$ cat config.mk
export PLATFORM = sky130hd
export DESIGN_NAME = sa_result_reader
export DESIGN_NICKNAME = d
export VERILOG_FILES = /design/src/rtl/sa_result_reader.sv
export SDC_FILE = /design/constraint.sdc
export NUM_CORES = 1
export LEC_CHECK = 0
export ABC_AREA = 1
export CAP_MARGIN = 40
export CORE_ASPECT_RATIO = 1.4
export CORE_UTILIZATION = 46
export CTS_CLUSTER_DIAMETER = 100
export DETAILED_ROUTE_END_ITERATION = 10
export PLACE_DENSITY_LB_ADDON = 0.12
export SYNTH_ARGS = -nofsm -noshare
export SYNTH_HDL_FRONTEND = slang
export SYNTH_SLANG_ARGS = --single-unit
$ cat constraint.sdc
create_clock -name CLK -period 1.9 [get_ports CLK]
set_clock_uncertainty 0.15 [all_clocks]
set_input_delay 0.285 -clock CLK [delete_from_list [all_inputs] [get_ports CLK]]
set_output_delay 0.285 -clock CLK [all_outputs]
set_load 0.05 [all_outputs]
$ cat src/rtl/sa_result_reader.sv
// Result readout engine for the systolic array.
// Steps REG_SELECT through the array's result registers. Each register is
// held for SETTLE_CYCLES edges before RES_DIN is captured. The captured word
// is then offered to the host over a valid/ready port, tagged with its index.
module sa_result_reader #(
  parameter int DATA_W        = 16,
  parameter int NUM_REGS      = 16,
  parameter int SETTLE_CYCLES = 2
) (
  input  logic              CLK,
  input  logic              RST_N,
  input  logic              START,
  input  logic              ABORT,
  input  logic [DATA_W-1:0] RES_DIN,
  output logic [3:0]        REG_SELECT,
  output logic              OUT_VALID,
  input  logic              OUT_READY,
  output logic [DATA_W-1:0] OUT_DATA,
  output logic [3:0]        OUT_IDX,
  output logic              OUT_LAST,
  output logic              BUSY,
  output logic              DONE
);

  localparam logic [1:0] ST_IDLE   = 2'd0;
  localparam logic [1:0] ST_SETTLE = 2'd1;
  localparam logic [1:0] ST_SEND   = 2'd2;

  // Index of the final register in a sweep, and the counter value on which
  // RES_DIN has been stable for SETTLE_CYCLES edges.
  localparam logic [3:0] LAST_IDX    = 4'(NUM_REGS - 1);
  localparam logic [3:0] SETTLE_LAST = 4'(SETTLE_CYCLES - 1);

  logic [1:0] state;
  logic [3:0] cnt;
  logic [3:0] idx;

  // BUSY is decoded from the state register alone, so it has no path from
  // any input.
  assign BUSY = (state != ST_IDLE);

  // Sweep sequencer: settle, capture, handshake, advance.
  // NOTE: every register here uses non-blocking assignment. Each branch then
  // sees the pre-edge values of state, cnt and idx, which matches the
  // hardware.
  always_ff @(posedge CLK or negedge RST_N) begin
    if (!RST_N) begin
      state      <= ST_IDLE;
      cnt        <= '0;
      idx        <= '0;
      REG_SELECT <= '0;
      OUT_VALID  <= 1'b0;
      OUT_DATA   <= '0;
      OUT_IDX    <= '0;
      OUT_LAST   <= 1'b0;
      DONE       <= 1'b0;
    end else begin
      DONE <= 1'b0;
      if (ABORT && state != ST_IDLE) begin
        // An abort wins over a handshake on the same edge. That word is
        // treated as not delivered and no DONE pulse is produced.
        state      <= ST_IDLE;
        OUT_VALID  <= 1'b0;
        OUT_LAST   <= 1'b0;
        REG_SELECT <= '0;
      end else begin
        case (state)
          ST_IDLE: begin
            if (START) begin
              state      <= ST_SETTLE;
              idx        <= '0;
              REG_SELECT <= '0;
              cnt        <= '0;
            end
          end
          ST_SETTLE: begin
            cnt <= cnt + 4'd1;
            if (cnt == SETTLE_LAST) begin
              OUT_DATA  <= RES_DIN;
              OUT_IDX   <= idx;
              OUT_LAST  <= (idx == LAST_IDX);
              OUT_VALID <= 1'b1;
              state     <= ST_SEND;
            end
          end
          ST_SEND: begin
            // OUT_VALID is always high in this state. OUT_READY alone
            // therefore completes the handshake. While it stays low, every
            // output and REG_SELECT holds its value.
            if (OUT_READY) begin
              OUT_VALID <= 1'b0;
              if (OUT_LAST) begin
                OUT_LAST   <= 1'b0;
                REG_SELECT <= '0;
                DONE       <= 1'b1;
                state      <= ST_IDLE;
              end else begin
                idx        <= idx + 4'd1;
                REG_SELECT <= idx + 4'd1;
                cnt        <= '0;
                state      <= ST_SETTLE;
              end
            end
          end
          default: state <= ST_IDLE;
        endcase
      end
    end
  end

endmodule

== Word level (Yosys, flattened, before mapping) ==
Cells that the tools add are included.
Word-level totals
  flip-flop bits (word level): 37
  output and inout bits: 28
Operators by class
  add/sub/neg operators: 2
  eq/ne operators: 10
  mux-type cells: 28
  bitwise logic cells: 1
  reduce and logical (&&, ||, !) cells: 13
Operators by type and width (count)
  $mux 4: 8
  $pmux 4 s2: 2
  $pmux 4 s3: 1
  $reduce_and 3->1: 4
  $mux 1: 10
  $reduce_and 5->1: 2
  $ne 3x3->1 const B: 3
  $reduce_bool 3->1: 3
  $add 4x1->4 const B: 2
  $mux 2: 4
  $ne 2x2->1 const B: 3
  $pmux 2 s3: 1
  $eq 4x1->1 const B: 1
  $eq 4x4->1 const B: 1
  $pmux 1 s2: 2
  $reduce_bool 2->1: 2
  $eq 2x1->1 const B: 1
  $eq 2x2->1 const B: 1
  $logic_not 2->1: 1
  $logic_and 1x1->1: 1
  $not 1->1: 1

== Longest topological paths before layout ==
Gate-level depths: netlist of run 1.
  word-level depth: 5
  gate-level depth with buffers: 8

== Worst setup path before layout of run 1 ==
No wires, ideal clock.
  path kind: reg-to-reg
  start point: reg state[0]
  end point: reg OUT_LAST
  setup time: 0.066 ns
  data arrival time: 1.257 ns
  slack: 0.427 ns
  cell stages (with the launch flop): 9
  clock period less this slack: 1.473 ns
  cells stage by stage: dfrtp_1 buf_4 inv_1 nand2_1 nand2_1 nand2_1 nand3_1 nand2_1 nand2_1
On the way
  word-level cells in the longest chain between the ends: 4
  elaborated cells between the ends (all ways): 10
  those cells by class: eq/ne: 4; mux: 2; reduce/logical: 4
RTL lines
  start: declaration: RTL line 34  | logic [1:0] state;
  start signal: assignment: RTL line 48  | state <= ST_IDLE;
  start signal: assignment: RTL line 62  | state <= ST_IDLE;
  start signal: assignment: RTL line 70  | state <= ST_SETTLE;
  $reduce_bool 2->1 *
  named net BUSY: RTL line 21  | output logic BUSY,
  $logic_and 1x1->1 *: RTL line 59  | if (ABORT && state != ST_IDLE) begin
  $ne 3x3->1 (no source line) or $reduce_bool 3->1 (tied branches)
  $reduce_and 3->1 (no source line)
  end signal: assignment: RTL line 81  | OUT_LAST <= (idx == LAST_IDX);
  end: declaration: RTL line 20  | output logic OUT_LAST,
Mark *: on every way through the listed nets, which the timed path passes. The rest lies on a longest branch.
A chain may end at the register's enable or synchronous reset.

== Worst setup path in the final report of run 1 ==
  start point: reg state[0]
  end point: out BUSY
On the way
  word-level cells in the longest chain between the ends: 1
RTL lines
  $reduce_bool 2->1: RTL line 40  | assign BUSY = (state != ST_IDLE);
  end: declaration: RTL line 21
Every way passes these cells.

==> metrics, run 1 <==
reg2reg start cnt[0]; startpoint types register; share of layout cells above drive strength 1 16.9%; Comb pwr share roughly half; max_cap viols 0; count leader, synth nand2_1; Yosys top cell by area dfrtp_1; clock buffer depth 2; Yosys Warn Count 0; Worst-Skew Late Latency about 0.28 ns; root buf cell clkbuf_8; DRT antenna net count 0; TNS Setup 0 ns; largest net degree at the start of global routing 24; Design Area, Final about 0.0022 mm^2; post-layout util between 60 and 70%; input/output buffers 48; top post-synthesis cells by area dfrtp_1 56%, nand2_1 25%, nand3_1 3.0%; ys flop type dfrtp_1; Seq pwr share between 30% and 40%; cts hold-fix bufs 1; Post-synth EDFFs 0; Yosys cell types 17; Syn Inst Count ~210; max-slew violation count 0; H-tree depth 2; initial antenna violation count 0; Slew @ Worst Pin 0.422 ns; DR pass1 iterations 4; initial core utilization 48.5%; vias per cell about 4.7; Rows 25; clk slew on worst S/H paths roughly 0.070 ns; Leakage 0.00125 uW; # nets final around 280; vias in the first global route about 1300; Net Sw Frac between 40% and 50%; top cell type's share of synthesized area 56.0%; Reg2Reg Depth 5; Clk network pwr share 15.8%; number of diodes 0; first-pass GRT wire length between 5 and 6 mm; Pint 1770 uW; Final GP Congestion between 0.7 and 0.8; WS Path Type reg -> out; status finished clean; post-DR wirelength/cell roughly 11 um; Remaining DRCs 0; Die H 73.0 um; crit share post-route 84.8%; ys async rst share 100%; Inserted Clock Buffers 5; list of most frequent post-synthesis cells 108 x nand2_1, 37 x dfrtp_1, 13 x inv_1; Area after DPL around 0.0021 mm^2; PostCTS Resize Cnt 0; overflow left after global routing 0; Critical R2R Capture OUT_IDX[3]; via count about 1400; #FFs+latches synth 37; R2R setup slack 0.39 ns; minimum clock period about 1.6 ns; die area just under 0.004 mm^2; sequential share of the synthesized area a little under three fifths; Min-Delay Path Class in -> async; Setup-failing EPs final 0; WP data arrival approximately 1.2 ns; Final Hold Fails 0; Req. time, crit path 1.46 ns; total track usage between 10% and 20%; worst-path fanout max 10; synthesized area 0.00165 mm^2; synthesis-to-finish area growth 34.0%; Die Wd ~53 um; Psw between 1500 and 2000 uW; fmax just over 0.6 GHz; Crit. End Element output port; io pins between 40 and 50; clock sinks 37; CTS tree done; Syn Nets between 200 and 250; worst vdd ir 0.00107 V; overall routed net length roughly 3.2 mm; post-CTS setup buffers 0; RSZ-0062 raised after global routing false; PD cells between 1000 and 1500 mW/mm^2; initial DRC count 15; core footprint between 0.003 and 0.004 mm^2; post-DP HPWL roughly 2.5 mm; Syn Area/Cell 8.03 um^2; Slew headroom a little under three quarters
-- registers in the layout, indices dropped and copies added, names as in the netlist --
| signal | flops |
|---|---|
| state | 2 |
| REG_SELECT | 4 |
| OUT_DATA | 16 |
| OUT_LAST | 1 |
| cnt | 4 |
| OUT_IDX | 4 |
| DONE | 1 |
| OUT_VALID | 1 |
| idx | 4 |
-- critical path, cell delays in order, from the launching register on --
cell and delay [ns]:
dfrtp_1 0.49, inv_1 0.11, nand2_1 0.14, buf_12 0.15
-- through the flow --
stage                     worst slack (ns)  total power [uW]  cells  hold slack, ns
after detailed placement            0.0955              2820    292          0.0985
after floorplan                      0.427              2300    206          -0.161
after global routing                 0.187              3540    301           0.345
final                                0.288              3320    301           0.312
after global placement               0.140              2800    292          0.0960
after CTS                            0.280              3360    301           0.321
-- per-layer routing --
layer	part of all wire [%]	track usage, %
met5	0	0
met4	0.56	5.26
met3	4.5	5.83
met2	53	32.8
met1	42	21.7
-- worst max path at each step --
stage	start	end	slack (ns)	depth (start not counted)
2_1_floorplan	state[0]	OUT_LAST	0.43	8
3_3_place_gp	ABORT	OUT_IDX[3]	0.14	6
3_5_place_dp	ABORT	OUT_IDX[3]	0.1	6
4_1_cts	state[0]	BUSY	0.28	3
5_1_grt	state[0]	BUSY	0.19	3
6_report	state[0]	BUSY	0.29	3
-- final cells by class --
cell class,count,area [um^2]
inverters,15,56.3
repair buffers,52,463
well taps,40,50.0
fillers,313,1190
flip-flops and latches,37,926
clock buffers,7,76.3
clock inverters,1,7.51
multi-input cells,149,637
-- power groups by stage --
stage	combinational [uW]	clock (uW)	sequential, uW
finish	1610	526	1180
global route	1750	572	1220
CTS	1630	543	1180
detailed placement	1630	0	1190
global placement	1610	0	1190
floorplan	560	0	1740
-- layout by cell type (no fill, tap or decap) --
master,count
nand3_1,10
inv_1,13
buf_12,2
nand2_1,108
xnor2_1,2
clkbuf_1,2
dfrtp_1,37
nand4_1,5
clkinvlp_4,1
dlygate4sd3_1,1
ha_1,3
buf_2,1
o21ai_0,2
a21oi_1,1
nor3_1,1
nor2_2,2
buf_4,29
or2_2,2
clkbuf_8,5
nor2_1,12
inv_2,2
clkdlybuf4s50_1,19
o21ai_1,1
-- kinds of logic after synthesis --
| kind of cell | count (synthesis) | synth area share (%) |
|---|---|---|
| buffers and inverters | 20 | 5.52 |
| xor gates and xnor gates | 2 | 1.06 |
| DFF | 37 | 56.0 |
| adders and majority gates | 3 | 2.27 |
| and+or+nand+nor | 140 | 34.0 |
| AOI/OAI and AO/OA | 4 | 1.21 |
(Power assumes the default switching activity.)
==> run 2, diff against run 1 <==
- CORE_UTILIZATION: 46 -> 42
- clock period: 1.9 -> 1.4 ns (I/O delays scaled with it)
==> metrics, run 2 (synthesis results as in run 1) <==
status complete, but fails checks; failing checks setup timing; share of layout cells above drive strength 1 29.8%; DR pass1 iterations 4; post-DP HPWL 2.83 mm; Slew @ Worst Pin about 0.33 ns; initial DRC count 17; Worst-Skew Late Latency slightly below 0.3 ns; WS Path Type reg -> out; Slew headroom between 70% and 80%; Seq pwr share 27.2%; post-DR wirelength/cell 13.9 um; root buf cell clkbuf_8; input/output buffers between 40 and 50; commonest non-fill, non-tap cell in the layout nand2_1; via count 1611; Clk network pwr share between 15 and 20%; Design Area, Final 0.00291 mm^2; # nets final between 300 and 400; crit share post-route 107%; core footprint around 0.0037 mm^2; total track usage between 20% and 30%; initial antenna violation count 0; minimum clock period roughly 1.5 ns; final hold slack ~0.22 ns; reg2reg start state[0]; max_cap viols 0; Psw around 2600 uW; WP data arrival about 1.1 ns; register area ~930 um^2; setup ws final -0.104 ns; initial core utilization ~45%; overflow left after global routing 0; TNS Setup -1.58 ns; clock buffer depth 2; CTS tree done; max reg flops 16; Crit. End Element output port; Comb pwr share about 55%; Setup-failing EPs final 33; io pins between 40 and 50; clock sinks 37; clk slew on worst S/H paths about 0.08 ns; Min-Delay Path Class in -> reg; commonest cells after routing, fill and taps aside 105 x nand2_1, 34 x dfrtp_1, 29 x buf_12; startpoint types register; synthesis-to-finish area growth 75.9%; worst-path fanout max 6; Area after DPL ~0.0026 mm^2; die area between 0.004 and 0.005 mm^2; RSZ-0062 raised after global routing true; Remaining DRCs 0; Most flops, register OUT_DATA; Final Hold Fails 0; number of diodes 0; Inserted Clock Buffers 5; overall routed net length around 4.5 mm; vias in the first global route around 1600; fmax between 0.6 and 0.7 GHz; H-tree depth 2; Leakage ~0.0015 uW; vias per cell roughly 5; launch point of the worst path state[0]; Req. time, crit path 1.04 ns; footprint of the multi-input gates 728 um^2; Final GP Congestion 0.818; largest net degree at the start of global routing 38; Die Wd between 50 and 60 um; Rows 26; Net Sw Frac 41.2%; Pint around 3700 uW; worst hold start ABORT; fill cell count 248; PD cells between 2000 and 2500 mW/mm^2; DRT antenna net count 0; first-pass GRT wire length approximately 7.2 mm; worst vdd ir between 0.002 and 0.0025 V; pre-CTS WS -0.360 ns; Die H approximately 76 um; max-slew violation count 0
## run 2: through the flow
step / instances / power (uW) / utilization, %
3_5_place_dp: 306 / 4690 / 68.9
2_1_floorplan: 206 / 3130 / -
3_3_place_gp: 306 / 4640 / 68.9
5_1_grt: 327 / 6480 / 78.5
4_1_cts: 326 / 6070 / 76.6
6_report: 327 / 6210 / 78.5
## run 2: layer usage
metal	share of wire, %	vias up	wire length, um	GRT usage (%)
met5	0	-	0	0
met4	2.5	0	113	8.50
met3	5.8	13	262	7.58
met2	54	48	2440	41.0
met1	38	767	1720	26.0
li1	-	783	-	-
## run 2: worst paths after layout
check / end / slack [ns] / cells past startpoint
max: BUSY / -0.10 / 4
min: state[0] / 0.22 / 4
max reg2reg: idx[3] / -0.08 / 5
min reg2reg: OUT_DATA[2] / 0.39 / 2
max in group asynchronous: state[0] / 0.64 / 3
min in group asynchronous: cnt[3] / 0.25 / 3
## run 2: power groups by stage
stage	registers (uW)	logic [uW]	clock network [uW]
after global placement	1700	2950	0
final	1690	3420	1100
after CTS	1680	3280	1110
after floorplan	2370	766	0
after global routing	1720	3610	1160
after detailed placement	1710	2990	0
## run 2: critical path, stage by stage (launching register included)
cell	delay (ns)
dfrtp_2	0.46
inv_2	0.10
buf_6	0.10
nand2_4	0.05
buf_12	0.14
## run 2: area by class of cell
class / instances / area share (%)
Clock inverter: 3 / 2.24
Timing Repair Buffer: 75 / 34.3
Timing Repair inverter: 1 / 0.129
Multi-Input combinational cell: 149 / 25.0
Sequential cell: 37 / 31.9
Clock buffer: 5 / 2.36
Tap cell: 42 / 1.81
Inverter: 15 / 2.19
## run 2: what timing repair did
item,in CTS,in global routing
gates resized for setup,19,13
gates cloned,2,0
hold endpoints to repair,37,0
setup buffers,9,1
endpoints found under the setup margin,36,38
hold buffers,1,0
pin swaps,2,4
==> run 3, diff against run 2 <==
- ABC_AREA: 1 -> not set
==> metrics, run 3 <==
io pins 49; crit-path leading delay family flip-flops; Remaining DRCs 0; Stages on worst setup path 6; DR pass1 iterations 5; setup ws final -0.275 ns; worst path bufs/invs 2; die area 0.00430 mm^2; DRT antenna net count 0; H-tree depth 2; ys flop type dfrtp_1; WP data arrival between 1.5 and 2 ns; pre-CTS WS -0.424 ns; list of most frequent post-synthesis cells 37 x dfrtp_1, 19 x mux2_4, 7 x nand2_1; final hold slack between 0.2 and 0.25 ns; commonest non-fill, non-tap cell in the layout dfrtp_1; worst-path fanout max 21; CP cell instances inv_1 -> ha_2 -> nor3b_4 -> nand2_2 -> buf_12 -> mux2_4; status complete, but fails checks; Setup-failing EPs final 36; Syn Area/Cell around 14 um^2; RSZ-0062 raised after global routing true; Yosys top cell by area dfrtp_1; sequential share of the synthesized area ~55%; post-layout util 74.3%; Inserted Clock Buffers 5; largest net degree at the start of global routing 22; input/output buffers 48; #FFs+latches synth 37; share of layout cells above drive strength 1 51.2%; Crit. End Element register; fill cell count 255; vias per cell about 5.2; Rows 27; Final GP Congestion between 0.8 and 0.9; number of diodes 0; CTS tree done; post-DP HPWL around 2.8 mm; max reg flops 16; minimum clock period 1.67 ns; top cell type's share of synthesized area a little over half; fmax 0.597 GHz; synthesized area around 0.0017 mm^2; max-slew violation count 0; Reg2Reg Depth 6; crit share post-route 120%; core footprint about 0.004 mm^2; vias in the first global route approximately 1400; Die Wd between 50 and 60 um; count leader, synth dfrtp_1; initial core utilization between 40 and 50%; root buf cell clkbuf_8; PD cells roughly 2000 mW/mm^2; synthesis-to-finish area growth 70.0%; Min-Delay Path Class in -> reg; max_cap viols 0; worst vdd ir approximately 0.0018 V; Most flops, register OUT_DATA; commonest cells after routing, fill and taps aside 35 x dfrtp_1, 29 x buf_12, 19 x mux2_4; Syn Inst Count 125; failing checks setup timing; R2R setup slack -0.27 ns; via count roughly 1300; overall routed net length between 3 and 4 mm; Slew @ Worst Pin roughly 0.47 ns; Die H a little under 80 um; clock sinks 37; ys async rst share 100%; clk slew on worst S/H paths roughly 0.070 ns; Final Hold Fails 0; WS Path Type reg -> reg; CP max stage delay 0.38 ns; post-DR wirelength/cell between 15 and 20 um; cell depth of the worst hold path 2; Worst-Skew Late Latency 0.28 ns; initial antenna violation count 0; # nets final 228; startpoint types register; Slew headroom between 60% and 70%; Req. time, crit path between 1 and 1.5 ns; clock buffer depth 2; initial DRC count 35; critical path's slowest cell dfrtp_1; TNS Setup -6.51 ns; total track usage approximately a fifth; Yosys Warn Count 0; overflow left after global routing 0; Syn Nets around 150; Leakage 0.00143 uW; Yosys cell types 35; top post-synthesis cells by area dfrtp_1 55%, mux2_4 17%, a21o_1 2.7%; Post-synth EDFFs 0; first-pass GRT wire length about 6.5 mm
## run 3: cell types whose count changed after synthesis, moves of 3 or more
cell / previous run / this run
inv_1: 13 / 4
and2_1: 0 / 3
buf_4: 4 / 1
nand4_1: 5 / 1
nor2_1: 12 / 5
o21ai_0: 2 / 5
mux2_4: 0 / 19
a21o_1: 0 / 6
nand3_1: 10 / 5
nand2_1: 108 / 7
## run 3: cells by family (layout without fill, tap and decap cells)
| family | Yosys count | after routing | synth area share, % |
|---|---|---|---|
| AND/OR/NAND/NOR | 34 | 34 | 13.0 |
| AO/OA/AOI/OAI | 19 | 19 | 7.81 |
| adder cells (fa/ha/maj) | 3 | 3 | 2.21 |
| multiplexers | 20 | 20 | 17.5 |
| flip-flops | 37 | 37 | 54.5 |
| XOR/XNOR | 4 | 4 | 2.06 |
| buffers and inverters | 8 | 88 | 2.95 |
## run 3: repair_timing
item                       CTS  global route
setup endpoints to repair   36            38
gates cloned                 0             0
hold buffers                 1             0
setup buffers                4             2
gates resized for setup     19             6
pin swaps                   14             7
hold endpoints to repair    19             0
## run 3: final timing paths
kind | startpoint | endpoint
max | cnt[1] | OUT_IDX[2]
min | ABORT | state[1]
max reg2reg | cnt[1] | OUT_IDX[2]
min reg2reg | REG_SELECT[2] | REG_SELECT[2]
max in group asynchronous | RST_N | idx[0]
min in group asynchronous | RST_N | OUT_DATA[2]
## run 3: worst reg2reg max path, delay by kind of cell, from the launching register on
kind,cells,cell delay [ns]
DFF,1,0.38
muxes,1,0.32
and+or+nand+nor,2,0.30
buffers and inverters,2,0.24
adders and majority gates,1,0.17
## run 3: power by group
group / internal (uW) / switching, uW / leakage (uW)
combinational: 1870 / 1640 / 0.000905
clock: 345 / 349 / 0.0000450
sequential: 1380 / 328 / 0.000479
## run 3: area by class of cell
class	instances	area [um^2]	area share (%)
tap	43	53.8	1.86
clock inverter	2	10.0	0.347
clock buffer	6	72.6	2.51
sequential	37	928	32.2
timing repair buffer	76	1010	35.0
multi-input combinational	80	797	27.6
inverter	4	15.0	0.520
## run 3: layer usage
| metal | up-vias | global-route usage [%] | part of all wire (%) |
|---|---|---|---|
| met5 | - | 0 | 0 |
| met4 | 0 | 8.25 | 0.97 |
| met3 | 4 | 4.89 | 5.5 |
| met2 | 48 | 33.0 | 51 |
| met1 | 641 | 23.4 | 42 |
| li1 | 595 | - | - |
## run 3: metrics by stage
stage          instances  instance area, um^2  power, uW
5_1_grt              248                 2890       6150
2_1_floorplan        125                 1710       3290
3_3_place_gp         233                 2660       4890
4_1_cts              246                 2840       5860
6_report             248                 2890       5910
3_5_place_dp         233                 2660       4950
